$ cat config.mk
export PLATFORM = sky130hd
export DESIGN_NAME = nvdla_sdp_y_lut_rd_sched
export DESIGN_NICKNAME = d
export VERILOG_FILES = /design/src/rtl/nvdla_sdp_y_lut_rd_sched_pkg.sv /design/src/rtl/nvdla_sdp_y_lut_addr_gen.sv /design/src/rtl/nvdla_sdp_y_lut_rd_sched.sv
export SDC_FILE = /design/constraint.sdc
export NUM_CORES = 1
export LEC_CHECK = 0
export CORE_ASPECT_RATIO = 1.5
export CORE_UTILIZATION = 41
export DETAILED_ROUTE_END_ITERATION = 6
export PLACE_DENSITY = 0.76
export SLEW_MARGIN = 40
export SYNTH_ARGS = -nofsm -noshare
export SYNTH_HDL_FRONTEND = slang
export SYNTH_SLANG_ARGS = --single-unit
$ cat constraint.sdc
create_clock -name nvdla_core_clk -period 3.3 [get_ports nvdla_core_clk]
set_clock_uncertainty 0.05 [all_clocks]
set_input_delay 0.66 -clock nvdla_core_clk [delete_from_list [all_inputs] [get_ports nvdla_core_clk]]
set_output_delay 0.66 -clock nvdla_core_clk [all_outputs]
set_load 0.005 [all_outputs]
$ cat src/rtl/nvdla_sdp_y_lut_rd_sched_pkg.sv
// Purpose : shared constants, lane field layout and FSM encoding for the Y-LUT read scheduler.
// Latency : n/a (declarations only).
// Backpressure: n/a.
// Ports: none. Optional feature macro used by this slice: NVDLA_SDP_LUT_PAIR_SKIP_EN.
package nvdla_sdp_y_lut_rd_sched_pkg;

   // Default LUT entry width; the top exposes it as the ENTRY_W parameter.
   localparam int LUT_ENTRY_W = 16;

   // Highest valid entry index of each table (LE: 65 entries, LO: 257 entries).
   localparam logic [8:0] LE_MAX = 9'd64;
   localparam logic [8:0] LO_MAX = 9'd256;

   // Per-lane layout of idx_in_pd: [8:0] addr, [9] sel (0=LE, 1=LO).
   localparam int IDX_W       = 9;
   localparam int PD_LANE_W   = 10;
   localparam int PD_ADDR_LSB = 0;
   localparam int PD_SEL_BIT  = 9;

   typedef enum logic [2:0] {
      IDLE    = 3'd0,
      RD      = 3'd1,
      WAIT    = 3'd2,
      OUT     = 3'd3,
      CFG     = 3'd4,
      CFG_RET = 3'd5
   } state_t;

endpackage

$ cat src/rtl/nvdla_sdp_y_lut_addr_gen.sv
// Purpose : per-lane index clamp; yields the lo/hi entry indices of an interpolation pair.
// Latency : combinational.
// Backpressure: none (pure function of {sel, addr}).
// Ports: sel/addr in; lo_idx = min(addr, max), hi_idx = min(lo_idx+1, max), skip = (hi_idx == lo_idx).
module nvdla_sdp_y_lut_addr_gen
   import nvdla_sdp_y_lut_rd_sched_pkg::*;
(
   input  logic             sel,
   input  logic [IDX_W-1:0] addr,
   output logic [IDX_W-1:0] lo_idx,
   output logic [IDX_W-1:0] hi_idx,
   output logic             skip
);

   logic [IDX_W-1:0] max_idx;
   logic [IDX_W:0]   inc_idx;

   always_comb begin
      max_idx = sel ? LO_MAX : LE_MAX;
      lo_idx  = (addr > max_idx) ? max_idx : addr;
      // One extra bit so lo_idx+1 cannot wrap before the compare.
      inc_idx = {1'b0, lo_idx} + {{IDX_W{1'b0}}, 1'b1};
      hi_idx  = (inc_idx > {1'b0, max_idx}) ? max_idx : inc_idx[IDX_W-1:0];
      // Both halves point at the last entry: the second read would be redundant.
      skip    = (hi_idx == lo_idx);
   end

endmodule

$ cat src/rtl/nvdla_sdp_y_lut_rd_sched.sv
// Purpose : serialises per-lane LUT entry-pair reads over one RAM port and arbitrates it with cfg access.
// Latency : packet accepted in cycle 0 -> reads in cycles 1..N -> lut_out_pvld in cycle N+2; cfg strobe c+1, rdata c+2.
// Backpressure: one packet in flight; idx_in_prdy only in IDLE without a cfg request; output held until lut_out_prdy.
// Ports: idx_in_* index packets; lut_out_* entry pairs (lane i: {entry(hi), entry(lo)});
//        cfg_lut_access_* / cfg_lut_rdata* programming port; ram_* single-port LUT RAM.
// Optional feature macro: NVDLA_SDP_LUT_PAIR_SKIP_EN (skip the redundant hi read of a clamped lane).
module nvdla_sdp_y_lut_rd_sched
   import nvdla_sdp_y_lut_rd_sched_pkg::*;
#(
   parameter int LANES   = 1,
   parameter int ENTRY_W = LUT_ENTRY_W
)
(
   input  logic                         nvdla_core_clk,
   input  logic                         nvdla_core_rstn,
   input  logic                         idx_in_pvld,
   output logic                         idx_in_prdy,
   input  logic [LANES*PD_LANE_W-1:0]   idx_in_pd,
   output logic                         lut_out_pvld,
   input  logic                         lut_out_prdy,
   output logic [LANES*2*ENTRY_W-1:0]   lut_out_pd,
   input  logic                         cfg_lut_access_pvld,
   output logic                         cfg_lut_access_prdy,
   input  logic                         cfg_lut_access_wr,
   input  logic                         cfg_lut_access_sel,
   input  logic [IDX_W-1:0]             cfg_lut_access_addr,
   input  logic [ENTRY_W-1:0]           cfg_lut_access_wdata,
   output logic                         cfg_lut_rdata_pvld,
   output logic [ENTRY_W-1:0]           cfg_lut_rdata,
   output logic                         ram_rd_en,
   output logic                         ram_wr_en,
   output logic                         ram_sel,
   output logic [IDX_W-1:0]             ram_addr,
   output logic [ENTRY_W-1:0]           ram_wdata,
   input  logic [ENTRY_W-1:0]           ram_rd_data
);

   // Read slots: slot 2i = lane i lo entry, slot 2i+1 = lane i hi entry.
   localparam int NSLOT = 2 * LANES;
   // Counter may step by 2 past the last slot, so keep headroom above NSLOT.
   localparam int CNT_W = $clog2(NSLOT) + 1;
   localparam int PD_W  = LANES * 2 * ENTRY_W;

   state_t                     state_q, state_d;
   logic [LANES*PD_LANE_W-1:0] idx_pd_q;
   logic [CNT_W-1:0]           rd_cnt_q, cnt_d;
   logic                       ret_vld_q;
   logic [CNT_W-1:0]           ret_slot_q;
   logic                       ret_dup_q;
   logic [PD_W-1:0]            out_pd_q;
   logic                       cfg_wr_q;
   logic                       cfg_sel_q;
   logic [IDX_W-1:0]           cfg_addr_q;
   logic [ENTRY_W-1:0]         cfg_wdata_q;

   logic                       idx_acc;
   logic                       cfg_acc;
   logic                       rd_issue;
   logic                       issue_dup;

   logic [IDX_W-1:0]           lo_idx [LANES];
   logic [IDX_W-1:0]           hi_idx [LANES];
   logic [LANES-1:0]           lane_sel;
   logic [LANES-1:0]           skip_lane;
   logic [LANES-1:0]           skip_en;

   logic [IDX_W-1:0]           cur_lo;
   logic [IDX_W-1:0]           cur_hi;
   logic                       cur_sel;
   logic                       cur_skip;
   logic                       cur_is_hi;

   // ------------------------------------------------------------------
   // Per-lane index clamp on the latched packet
   // ------------------------------------------------------------------
   for (genvar i = 0; i < LANES; i++) begin : g_lane
      assign lane_sel[i] = idx_pd_q[i*PD_LANE_W + PD_SEL_BIT];

      nvdla_sdp_y_lut_addr_gen u_addr_gen (
         .sel    (lane_sel[i]),
         .addr   (idx_pd_q[i*PD_LANE_W + PD_ADDR_LSB +: IDX_W]),
         .lo_idx (lo_idx[i]),
         .hi_idx (hi_idx[i]),
         .skip   (skip_lane[i])
      );
   end

`ifdef NVDLA_SDP_LUT_PAIR_SKIP_EN
   assign skip_en = skip_lane;
`else
   // Hi read is always issued; the clamp already points it at the last entry.
   assign skip_en = '0;
   logic unused_skip;
   assign unused_skip = ^skip_lane;
`endif

   // Lane addressed by the read counter.
   assign cur_is_hi = rd_cnt_q[0];

   always_comb begin
      cur_lo   = '0;
      cur_hi   = '0;
      cur_sel  = 1'b0;
      cur_skip = 1'b0;
      for (int i = 0; i < LANES; i++) begin
         if (int'(rd_cnt_q >> 1) == i) begin
            cur_lo   = lo_idx[i];
            cur_hi   = hi_idx[i];
            cur_sel  = lane_sel[i];
            cur_skip = skip_en[i];
         end
      end
   end

   // ------------------------------------------------------------------
   // FSM state register
   // ------------------------------------------------------------------
   always_ff @(posedge nvdla_core_clk) begin
      if (!nvdla_core_rstn) begin
         state_q <= IDLE;
      end else begin
         state_q <= state_d;
      end
   end

   // ------------------------------------------------------------------
   // FSM next state and outputs
   // ------------------------------------------------------------------
   always_comb begin
      state_d             = state_q;
      idx_in_prdy         = 1'b0;
      cfg_lut_access_prdy = 1'b0;
      lut_out_pvld        = 1'b0;
      cfg_lut_rdata_pvld  = 1'b0;
      cfg_lut_rdata       = '0;
      ram_rd_en           = 1'b0;
      ram_wr_en           = 1'b0;
      ram_sel             = 1'b0;
      ram_addr            = '0;
      ram_wdata           = '0;
      idx_acc             = 1'b0;
      cfg_acc             = 1'b0;
      rd_issue            = 1'b0;
      issue_dup           = 1'b0;
      cnt_d               = rd_cnt_q;

      unique case (state_q)
         IDLE: begin
            // Readies are held low while reset is asserted.
            cfg_lut_access_prdy = nvdla_core_rstn;
            idx_in_prdy         = nvdla_core_rstn & ~cfg_lut_access_pvld;
            if (cfg_lut_access_pvld) begin
               cfg_acc = 1'b1;
               state_d = CFG;
            end else if (idx_in_pvld) begin
               idx_acc = 1'b1;
               state_d = RD;
            end
         end
         RD: begin
            rd_issue  = 1'b1;
            ram_rd_en = 1'b1;
            ram_sel   = cur_sel;
            ram_addr  = cur_is_hi ? cur_hi : cur_lo;
            // A skipped lane's lo data also fills its hi slot.
            issue_dup = ~cur_is_hi & cur_skip;
            cnt_d     = rd_cnt_q + (issue_dup ? CNT_W'(2) : CNT_W'(1));
            if (cnt_d >= CNT_W'(NSLOT)) begin
               state_d = WAIT;
            end
         end
         WAIT: begin
            state_d = OUT;
         end
         OUT: begin
            lut_out_pvld = 1'b1;
            if (lut_out_prdy) begin
               state_d = IDLE;
            end
         end
         CFG: begin
            ram_sel  = cfg_sel_q;
            ram_addr = cfg_addr_q;
            if (cfg_wr_q) begin
               ram_wr_en = 1'b1;
               ram_wdata = cfg_wdata_q;
               state_d   = IDLE;
            end else begin
               ram_rd_en = 1'b1;
               state_d   = CFG_RET;
            end
         end
         CFG_RET: begin
            cfg_lut_rdata_pvld = 1'b1;
            cfg_lut_rdata      = ram_rd_data;
            state_d            = IDLE;
         end
         default: begin
            state_d = IDLE;
         end
      endcase
   end

   // ------------------------------------------------------------------
   // Datapath: request latches, read counter, return capture
   // ------------------------------------------------------------------
   always_ff @(posedge nvdla_core_clk) begin
      if (!nvdla_core_rstn) begin
         idx_pd_q    <= '0;
         rd_cnt_q    <= '0;
         ret_vld_q   <= 1'b0;
         ret_slot_q  <= '0;
         ret_dup_q   <= 1'b0;
         out_pd_q    <= '0;
         cfg_wr_q    <= 1'b0;
         cfg_sel_q   <= 1'b0;
         cfg_addr_q  <= '0;
         cfg_wdata_q <= '0;
      end else begin
         if (idx_acc) begin
            idx_pd_q <= idx_in_pd;
         end
         if (cfg_acc) begin
            cfg_wr_q    <= cfg_lut_access_wr;
            cfg_sel_q   <= cfg_lut_access_sel;
            cfg_addr_q  <= cfg_lut_access_addr;
            cfg_wdata_q <= cfg_lut_access_wdata;
         end

         if (idx_acc) begin
            rd_cnt_q <= '0;
         end else if (rd_issue) begin
            rd_cnt_q <= cnt_d;
         end

         // RAM data appears the cycle after the strobe; remember where it goes.
         ret_vld_q  <= rd_issue;
         ret_slot_q <= rd_cnt_q;
         ret_dup_q  <= issue_dup;

         if (ret_vld_q) begin
            for (int s = 0; s < NSLOT; s++) begin
               if ((int'(ret_slot_q) == s) ||
                   (ret_dup_q && (int'(ret_slot_q) + 1 == s))) begin
                  out_pd_q[s*ENTRY_W +: ENTRY_W] <= ram_rd_data;
               end
            end
         end
      end
   end

   assign lut_out_pd = out_pd_q;

endmodule

==> results by group, run 1 <==
Run status
  • Status: finished with violations
  • Failing checks: setup timing

GRT
  • M2 GR Usage: 45.85%
  • Vias in the first global route: 3917
  • First-pass GRT wire length: 18570 um
  • Met3 Track Usage GR: 5.208%
  • Initial antenna violation count: 0
  • GRT Max-Usage Layer: met2
  • Total grt overflow: 0
  • Met1 Use GR: 26.44%
  • Maximum number of pins on one net before global-route repair: 46
  • Total GRT Usage: 24.95%

STA
  • Max-slew headroom: 52.50%
  • Final Cycle Share: 118.8%
  • Unrepaired setup endpoints after global routing: yes
  • PnR worst setup slack: -0.6193 ns
  • Final hold vios: 0
  • Slew Limit Fails: 0
  • Setup violators final: 9
  • Max Freq: 255.1 MHz
  • Post-layout min period: 3.919 ns
  • Tightest Pin Transition: 0.7117 ns

Final layout
  • Finished Core Util: 65.57%
  • Area Overhead vs Synth: 56.58%
  • # diodes: 0
  • Fillers: 772
  • Register area: 0.001543 mm2
  • Nets: 722
  • Share of cells above drive strength 1: 17.22%
  • Multi-input logic area: 0.002306 mm2
  • Post-Layout Cell Count: 774

Synthesis
  • Top-area cell type share of the netlist area: 40.01%
  • Largest area contributor in the netlist: dfxtp_1
  • Synth Instances: 490
  • Multiplexer area fraction after synthesis: 0.8769%
  • Synth Area in Simple Gates: 31.54%
  • Post-Syn Nets: 554
  • Sequential cell area fraction in the yosys report: 40.01%
  • Yosys warns: 0
  • Largest cells by area after synthesis: dfxtp_1 (40%), nand2_1 (14%), a21boi_0 (10%), and2_1 (4.1%), a21oi_1 (3.2%)
  • Synth cell types: 54
  • Post-synth EDFFs: 0
  • Register bit total from synthesis: 77
  • Post-synth top flop: dfxtp_1
  • Largest family of logic cells by synthesized area: simple AND/OR/NAND/NOR gates
  • Fraction of the mapped netlist area in adder cells: 1.949%
  • Cell Area, Synth: 0.003852 mm2
  • Synth Area in XOR/XNOR: 1.819%
  • Synth Area in Compound Gates: 19.88%
  • Mean Syn Cell Area: 7.862 um2
  • Post-synth ARST share: 0%

Route
  • Initial DRC count: 185
  • Drt drc: 0
  • Final WL: 11740 um
  • Antenna-violating nets left: 0
  • 1st-pass router iterations: 4
  • Drt via density: 5.209
  • Vias after detailed routing: 4032
  • Routed WL per cell: 15.16 um

Placed design
  • Placed cell count: 742
  • GPL Wtd Cong: 0.9494
  • IO Port Bufs: 137
  • Hpwl dp: 8532 um

Worst setup path
  • Worst reg2reg path startpoint: state_q[2]
  • Reg2reg path depth: 5
  • Bufs and invs on worst path: 4
  • Critical Path Sink Type: output pin
  • Worst stage delay on the critical path: 0.35 ns
  • Worst EP required: 2.59 ns
  • CP top delay family: adder cells
  • Crit path max-delay cell type: dfxtp_2
  • Critical R2R Capture: idx_pd_q[8]
  • Levels on crit path: 16
  • Arrival @ worst endpoint: 3.21 ns
  • Crit Path Max Fanout: 3
  • CP Launch Type: flop
  • FF-to-FF setup slack: 1.60 ns
  • Critical path class: flop to output pin
  • Worst-path cell chain: inv_4 -> ha_4 -> a21oi_4 -> and2_4 -> ha_4 -> nand4_1 -> xor2_1 -> mux2i_1 -> ha_1 -> buf_6 -> nor3_4 -> buf_6 -> a31oi_4 -> nor4_2 -> a221o_2 -> buf_2

Worst hold path
  • Worst hold path class: flop to flop
  • Hold wc startpoint: cfg_wdata_q[13]
  • Hold depth: 2
  • Hold Path Sink: cfg_wdata_q[13]

CTS
  • Clk slew on worst S/H paths: 0.06 ns
  • Clk Latency, worst-skew pair: 0.33 ns
  • Hold buffer count at CTS: 0
  • CTS tree: yes
  • Max clock buf depth: 2
  • Inserted Clock Buffers: 9
  • H-tree lvl count: 3
  • CTS root buf: clkbuf_16
  • Sink Count: 77

Die
  • Die Ht: 120.7 um
  • Core area: 0.009200 mm2
  • Die area: 0.009796 mm2
  • Die width: 81.15 um
  • I/O pin cnt: 138
  • FP Rows: 43
  • Starting Density: 41.87%

Power and ir drop
  • Leakage: 2.283 nW
  • PwrDens: 442.9 mW/mm2
  • Maximum vdd drop: 313.3 uV
  • Total power: 2.672 mW

Job
  • Total of max-cap violations: 0
## worst min-delay path, stage by stage, from the launching register on
cell and delay, ns:
dfxtp_1 0.30, nand2_1 0.05, a21oi_1 0.05
## metal layers
metal	share of wire (%)	vias to the layer above
met1	39	1873
met5	0	-
met3	5.0	24
li1	-	2001
met2	53	134
met4	2.6	0
## cell type report
type                            count  share of cell area [%]
Timing Repair Buffer              189                   28.71
Inverter                            7                  0.4771
Sequential cell                    77                   25.58
Multi-Input combinational cell    374                   38.23
Tap cell                          112                   2.323
Clock inverter                      4                  0.8297
Clock buffer                       11                   3.858
## sequential cells by signal (all words and copies together), names as in the netlist
name / cells
cfg_wdata_q: 16
lut_out_pd: 32
idx_pd_q: 10
state_q: 3
cfg_sel_q: 1
cfg_addr_q: 9
cfg_wr_q: 1
rd_cnt_q: 2
ret_slot_q: 2
ret_vld_q: 1
## power breakdown
part	switching, mW	internal [mW]
logic	0.330	0.336
registers	0.0603	0.996
clock network	0.369	0.580
## how the worst max path moves through the flow
stage	from	endpoint	slack, ns
after detailed placement	idx_pd_q[9]	ram_addr[8]	-0.55
after global routing	idx_pd_q[9]	ram_addr[6]	-0.81
after global placement	idx_pd_q[9]	ram_addr[8]	-0.51
after CTS	idx_pd_q[9]	ram_addr[6]	-0.57
final	idx_pd_q[9]	ram_addr[5]	-0.62
after floorplan	idx_pd_q[9]	ram_addr[6]	-0.04
## placed cells by master (no fill, tap or decap), types with 4 or more instances in the layout
cell,n
clkdlybuf4s50_1,128
and2_1,23
clkbuf_16,9
nor3_1,6
a21oi_1,24
buf_6,4
nor2_1,6
xnor2_1,5
nand3_1,17
buf_4,48
buf_2,9
a21boi_0,52
dfxtp_1,76
and3_1,19
nand2_1,145
inv_1,4
## through the flow
stage	hold WS (ns)	setup slack, ns	area, um2	setup TNS, ns
finish	0.4043	-0.6193	6032	-5.170
global route	0.4196	-0.8117	6032	-6.824
CTS	0.4056	-0.5743	6027	-4.646
detailed placement	0.3978	-0.5465	5584	-4.436
global placement	0.3884	-0.5065	5575	-3.894
floorplan	0.3821	-0.03649	3921	-0.08093
## Yosys cell counts, types with 2 or more instances
cell and n:
a211oi_1 4, a21boi_0 52, a21o_1 2, a21oi_1 25, a22oi_1 3, a32oi_1 2, and2_1 25, and3_1 19
and4_4 2, buf_2 4, clkbuf_1 28, dfxtp_1 77, ha_1 6, inv_1 6, mux2i_1 2, nand2_1 146
nand2b_1 3, nand3_1 18, nand4_1 3, nor2_1 6, nor3_1 9, nor3b_1 3, nor4_1 2, o21ai_0 4
o31ai_2 3, or3_1 2, xnor2_1 5, xor2_1 3
## repair_timing
action,in CTS,in global routing
pin swaps,19,13
endpoints found under the setup margin,9,9
setup buffers,18,2
resized for setup,48,3
## kinds of logic after synthesis
family / after synthesis
simple gates: 251
flops: 77
mux: 3
fa+ha+maj: 6
compound gates: 106
xor+xnor: 8
buf+inv: 39
(Power assumes the default switching activity.)
==> run 2, diff against run 1 <==
--- a/config.mk
+++ b/config.mk
@@ -9,7 +9,7 @@
 export CORE_UTILIZATION = 41
 export DETAILED_ROUTE_END_ITERATION = 6
 export PLACE_DENSITY = 0.76
-export SLEW_MARGIN = 40
+export SKIP_LAST_GASP = 1
 export SYNTH_ARGS = -nofsm -noshare
 export SYNTH_HDL_FRONTEND = slang
 export SYNTH_SLANG_ARGS = --single-unit
==> run 2 against run 1 <==
The flow still finishes with violations (setup timing); flip-flop and latch count unchanged; setup slack got worse by 0.046 ns; clock-buffer cell count unchanged; largest cell class unchanged; highest routed layer unchanged.
==> results by group, run 2 (synthesis gave the netlist of run 1 again) <==
Placed design
  • IO Port Bufs: 137 (unchanged)
  • GPL Wtd Cong: 0.9494 (unchanged)
  • Hpwl dp: 8561 um (+0.34%)

Worst setup path
  • Crit Path Max Fanout: 3 (unchanged)
  • Critical path class: flop to output pin
  • Worst EP required: 2.59 ns (about the same)
  • Critical R2R Capture: cfg_wdata_q[15]
  • Critical Path Sink Type: output pin
  • Worst reg2reg path startpoint: state_q[2]
  • FF-to-FF setup slack: 1.49 ns (-0.11 ns)
  • CP Launch Type: flop
  • Arrival @ worst endpoint: 3.26 ns (+0.05 ns)
  • Reg2reg path depth: 4 (-1)

Worst hold path
  • Hold Path Sink: cfg_wdata_q[3]
  • Hold depth: 2 (unchanged)
  • Hold wc startpoint: cfg_wdata_q[3]
  • Worst hold path class: flop to flop

GRT
  • First-pass GRT wire length: 19010 um (+2.3%)
  • Total grt overflow: 0 (unchanged)
  • Maximum number of pins on one net before global-route repair: 46 (unchanged)
  • Vias in the first global route: 3992 (+1.9%)
  • Total GRT Usage: 25.56% (+0.61 points)
  • Initial antenna violation count: 0 (unchanged)

Die
  • Die area: 0.009796 mm2 (unchanged)
  • Die width: 81.15 um (unchanged)
  • Die Ht: 120.7 um (unchanged)
  • Starting Density: 41.87% (unchanged)
  • FP Rows: 43 (unchanged)
  • I/O pin cnt: 138 (unchanged)
  • Core area: 0.009200 mm2 (unchanged)

Power and ir drop
  • PwrDens: 448.1 mW/mm2 (+1.2%)
  • Total power: 2.701 mW (+1.1%)
  • Leakage: 2.286 nW (+0.15%)
  • Maximum vdd drop: 304.1 uV (-2.9%)

Final layout
  • # diodes: 0 (unchanged)
  • Most common cell after layout, fill and taps aside: nand2_1
  • Commonest non-fill, non-tap cells in the layout: nand2_1 (146), clkdlybuf4s50_1 (128), dfxtp_1 (76), a21boi_0 (52), buf_4 (48)
  • Nets: 720 (-0.28%)
  • Share of cells above drive strength 1: 17.10% (-0.13 points)
  • Area Overhead vs Synth: 56.48% (about the same)
  • Number of flip-flops in the largest register: 32 (unchanged)

CTS
  • H-tree lvl count: 3 (unchanged)
  • Inserted Clock Buffers: 9 (unchanged)
  • Sink Count: 77 (unchanged)
  • CTS tree: yes
  • Clk slew on worst S/H paths: 0.06 ns (about the same)
  • Hold buffer count at CTS: 0 (unchanged)
  • CTS root buf: clkbuf_16
  • Clk Latency, worst-skew pair: 0.33 ns (about the same)
  • Max clock buf depth: 2 (unchanged)

STA
  • Unrepaired setup endpoints after global routing: yes
  • Setup violators final: 9 (unchanged)
  • Final hold vios: 0 (unchanged)
  • Tightest Pin Transition: 1.043 ns (+0.3313 ns)
  • PnR worst setup slack: -0.6651 ns (-0.04586 ns)
  • Max Freq: 252.2 MHz (-1.2%)
  • Slew Limit Fails: 0 (unchanged)
  • WHS: 0.4049 ns (+0.0005790 ns)
  • Max-slew headroom: 30.17% (-22 points)
  • Final Cycle Share: 120.2% (+1.4 points)
  • Post-layout min period: 3.965 ns (+0.04586 ns)

Route
  • Drt drc: 0 (unchanged)
  • Drt via density: 5.181 (-0.54%)
  • Routed WL per cell: 15.27 um (+0.72%)
  • Final WL: 11810 um (+0.59%)
  • Initial DRC count: 152 (-18%)
  • Vias after detailed routing: 4005 (-0.67%)
  • 1st-pass router iterations: 5 (+1)
  • Antenna-violating nets left: 0 (unchanged)

Run status
  • Failing checks: setup timing
  • Status: finished with violations

Job
  • Total of max-cap violations: 0 (unchanged)
-- run 2: cell count changes in the layout (fill, tap and decap cells not counted), sizes merged --
cell / before / now
buf: 61 / 59
clkinv: 2 / 4
clkinvlp: 2 / 1
-- run 2: layout make-up --
type / instances / area (um2)
Clock buffer: 11 / 242.7
Fill cell: 777 / 3172
Multi-Input combinational cell: 374 / 2305
Clock inverter: 5 / 60.06
Tap cell: 112 / 140.1
Timing Repair Buffer: 187 / 1709
Sequential cell: 77 / 1543
Inverter: 7 / 28.78
-- run 2: report_power, final --
part / internal, mW / leakage [nW] / switching, mW / total (mW)
Clock: 0.607 / 0.146 / 0.373 / 0.980
Sequential: 0.996 / 0.627 / 0.0599 / 1.06
Combinational: 0.332 / 1.51 / 0.333 / 0.666
-- run 2: metrics by stage --
step                      setup TNS, ns  instances  util (%)  area [um2]  worst slack [ns]
after floorplan                -0.08093        490         -        3921          -0.03649
after global placement           -3.894        742     60.60        5575           -0.5065
after detailed placement         -4.468        742     60.60        5575           -0.5513
after CTS                        -4.526        774     65.59        6035           -0.5647
after global routing             -6.769        773     65.52        6028           -0.8225
final                            -5.176        773     65.52        6028           -0.6651
-- run 2: how the worst max path moves through the flow --
stage	startpoint	end	slack, ns	depth (start not counted)
final	idx_pd_q[9]	ram_addr[6]	-0.67	16
after global placement	idx_pd_q[9]	ram_addr[8]	-0.51	15
after detailed placement	idx_pd_q[9]	ram_addr[8]	-0.55	15
after CTS	idx_pd_q[9]	ram_addr[6]	-0.56	17
after global routing	idx_pd_q[9]	ram_addr[6]	-0.82	16
after floorplan	idx_pd_q[9]	ram_addr[6]	-0.04	15
-- run 2: repair_timing --
item	in CTS	in global routing
endpoints found under the setup margin	9	9
hold endpoints to repair	0	0
buffers inserted	17	0
gates resized for setup	48	2
pin swaps	18	11
-- run 2: per-layer routing --
layer | global-route usage, % | share of wire (%) | up-vias
met1 | 26.63 | 38 | 1847
met3 | 6.642 | 5.2 | 29
met5 | 0 | 0 | -
li1 | - | - | 1997
met4 | 11.38 | 3.3 | 0
met2 | 46.48 | 53 | 132
-- run 2: worst max-delay path, stage by stage, from the launching register on --
cell and delay (ns):
dfxtp_2 0.35, inv_4 0.05, ha_4 0.25, a21oi_4 0.15
and2_4 0.18, ha_4 0.14, nand4_1 0.08, xor2_1 0.15
mux2i_1 0.22, ha_1 0.30, nand3_2 0.09, a41oi_2 0.05
and4_4 0.24, buf_6 0.12, o2111a_1 0.24, a211oi_2 0.14
buf_2 0.15
==> run 3, diff against run 2 <==
--- a/config.mk
+++ b/config.mk
@@ -13,3 +13,4 @@
 export SYNTH_ARGS = -nofsm -noshare
 export SYNTH_HDL_FRONTEND = slang
 export SYNTH_SLANG_ARGS = --single-unit
+export TNS_END_PERCENT = 50
==> run 3 against run 2 <==
The run still ends with setup timing left; global-route usage fell by 0.16 points; clock-buffer cell count did not move; clock power fell by 2.8%; power fell by 1.1%; via count rose by 1.0%; critical path type unchanged; highest routed layer unchanged; flip-flop and latch count did not move; largest power group unchanged; hold slack got worse by 0.0030 ns; sequential power barely moved; non-clock buffer count rose by 2; die area did not move; largest cell class unchanged.
==> results by group, run 3 (synthesis gave the netlist of run 1 again) <==
Route
  • Antenna-violating nets left: 0 (unchanged)
  • 1st-pass router iterations: 4 (-1)
  • Final WL: 11900 um (+0.80%)
  • Drt via density: 5.229 (+0.92%)
  • Vias after detailed routing: 4047 (+1.0%)
  • Initial DRC count: 227 (+49%)
  • Routed WL per cell: 15.37 um (+0.67%)
  • Drt drc: 0 (unchanged)

Final layout
  • Most common cell after layout, fill and taps aside: nand2_1
  • Number of flip-flops in the largest register: 32 (unchanged)
  • Fillers: 778 (+0.13%)
  • Nets: 722 (+0.28%)
  • Area Overhead vs Synth: 56.22%
  • Register area: 0.001544 mm2 (about the same)
  • Multi-input logic area: 0.002290 mm2 (-0.65%)
  • Share of cells above drive strength 1: 16.77% (-0.33 points)
  • # diodes: 0 (unchanged)
  • Commonest non-fill, non-tap cells in the layout: nand2_1 (146), clkdlybuf4s50_1 (128), dfxtp_1 (75), a21boi_0 (52), buf_4 (51)

Worst setup path
  • Arrival @ worst endpoint: 3.24 ns (-0.02 ns)
  • Critical path class: flop to output pin
  • CP Launch Type: flop
  • Worst EP required: 2.59 ns (about the same)
  • Crit Path Max Fanout: 3 (unchanged)
  • Critical Path Sink Type: output pin

Run status
  • Status: finished with violations
  • Failing checks: setup timing

CTS
  • Sink Count: 77 (unchanged)
  • Clk slew on worst S/H paths: 0.06 ns (about the same)
  • CTS root buf: clkbuf_16
  • H-tree lvl count: 3 (unchanged)
  • Hold buffer count at CTS: 0 (unchanged)
  • CTS tree: yes
  • Inserted Clock Buffers: 9 (unchanged)
  • Clk Latency, worst-skew pair: 0.33 ns (about the same)
  • Max clock buf depth: 2 (unchanged)

GRT
  • Initial antenna violation count: 0 (unchanged)
  • First-pass GRT wire length: 19080 um (+0.36%)
  • Maximum number of pins on one net before global-route repair: 43 (-6.5%)
  • Total grt overflow: 0 (unchanged)
  • Total GRT Usage: 25.40% (-0.16 points)
  • Vias in the first global route: 4083 (+2.3%)

Die
  • Die width: 81.15 um (unchanged)
  • Starting Density: 41.87% (unchanged)
  • Die Ht: 120.7 um (unchanged)
  • FP Rows: 43 (unchanged)
  • Die area: 0.009796 mm2 (unchanged)
  • Core area: 0.009200 mm2 (unchanged)
  • I/O pin cnt: 138 (unchanged)

STA
  • Post-layout min period: 3.946 ns (-0.01933 ns)
  • PnR worst setup slack: -0.6458 ns (+0.01933 ns)
  • Max Freq: 253.4 MHz (+0.49%)
  • Final hold vios: 0 (unchanged)
  • Setup violators final: 9 (unchanged)
  • Max-slew headroom: 31.35% (+1.2 points)
  • Slew Limit Fails: 0 (unchanged)
  • Final Cycle Share: 119.6% (-0.59 points)
  • Tightest Pin Transition: 1.025 ns (-0.01774 ns)
  • Unrepaired setup endpoints after global routing: yes

Placed design
  • Hpwl dp: 8581 um (+0.23%)
  • GPL Wtd Cong: 0.8878 (-6.5%)
  • DP Worst Slack: -0.5788 ns (-0.02752 ns)
  • IO Port Bufs: 137 (unchanged)

Power and ir drop
  • Total power: 2.671 mW (-1.1%)
  • PwrDens: 443.9 mW/mm2 (-0.95%)
  • Leakage: 2.290 nW (+0.17%)
  • Maximum vdd drop: 298.1 uV (-2.0%)

Job
  • Total of max-cap violations: 0 (unchanged)

Worst hold path
  • Worst hold path class: flop to flop
[run 3: cell types whose count changed in the layout (fill, tap and decap cells not counted), sizes merged]
cell	previous run	this run
buf	59	58
clkdlybuf4s15	0	1
clkinv	4	2
clkinvlp	1	2
dlygate4sd2	0	2
[run 3: layout make-up]
| class | count | area share [%] |
|---|---|---|
| Timing Repair Buffer | 189 | 28.79 |
| Clock inverter | 4 | 0.8316 |
| Clock buffer | 11 | 3.867 |
| Tap cell | 112 | 2.328 |
| Multi-Input combinational cell | 374 | 38.05 |
| Sequential cell | 77 | 25.65 |
| Inverter | 7 | 0.4782 |
[run 3: worst max-delay path, cell delays in order, from the launching register on]
cell	delay, ns
dfxtp_2	0.35
inv_4	0.05
ha_4	0.22
a21oi_4	0.16
and2_4	0.18
ha_4	0.14
nand4_1	0.09
xor2_1	0.17
mux2i_1	0.24
ha_1	0.31
nand3_2	0.09
a41oi_2	0.04
and4_4	0.19
buf_6	0.12
o2111a_1	0.23
a211oi_2	0.18
buf_2	0.15
[run 3: per-layer routing]
metal | up-vias | global-route usage [%] | share of wire [%] | routed length (um)
li1 | 2005 | - | - | -
met1 | 1883 | 27.33 | 40 | 4746
met2 | 136 | 45.69 | 53 | 6254
met3 | 23 | 5.057 | 4.7 | 562
met4 | 0 | 12.61 | 2.8 | 336
met5 | - | 0 | 0 | 0
[run 3: per-stage QoR]
stage	utilization, %	instance area [um2]	setup TNS [ns]	instances	hold WS [ns]
after floorplan	-	3921	-0.1127	490	0.3821
after global placement	60.76	5590	-4.036	744	0.3879
after detailed placement	60.76	5590	-4.691	744	0.3954
after CTS	64.97	5977	-4.585	772	0.4034
after global routing	65.42	6018	-6.779	774	0.4223
final	65.42	6018	-5.201	774	0.4019
[run 3: power breakdown]
| part | switching, mW | internal, mW | total, mW |
|---|---|---|---|
| Combinational | 0.330 | 0.332 | 0.663 |
| Clock | 0.373 | 0.580 | 0.953 |
| Sequential | 0.0598 | 0.996 | 1.06 |
[run 3: final timing paths]
check / cells past startpoint / startpoint / slack (ns) / end
setup / recovery: 16 / idx_pd_q[9] / -0.65 / ram_addr[6]
hold / removal: 2 / cfg_wdata_q[1] / 0.40 / cfg_wdata_q[1]
setup reg to reg: 4 / state_q[2] / 1.46 / cfg_wdata_q[12]
hold reg to reg: 2 / cfg_wdata_q[1] / 0.40 / cfg_wdata_q[1]
[run 3: repair_timing]
action                     CTS  global route
setup endpoints to repair    9             9
gates resized for setup     27            15
pin swaps                   11            11
buffers inserted            13             2
cloned                       0             0
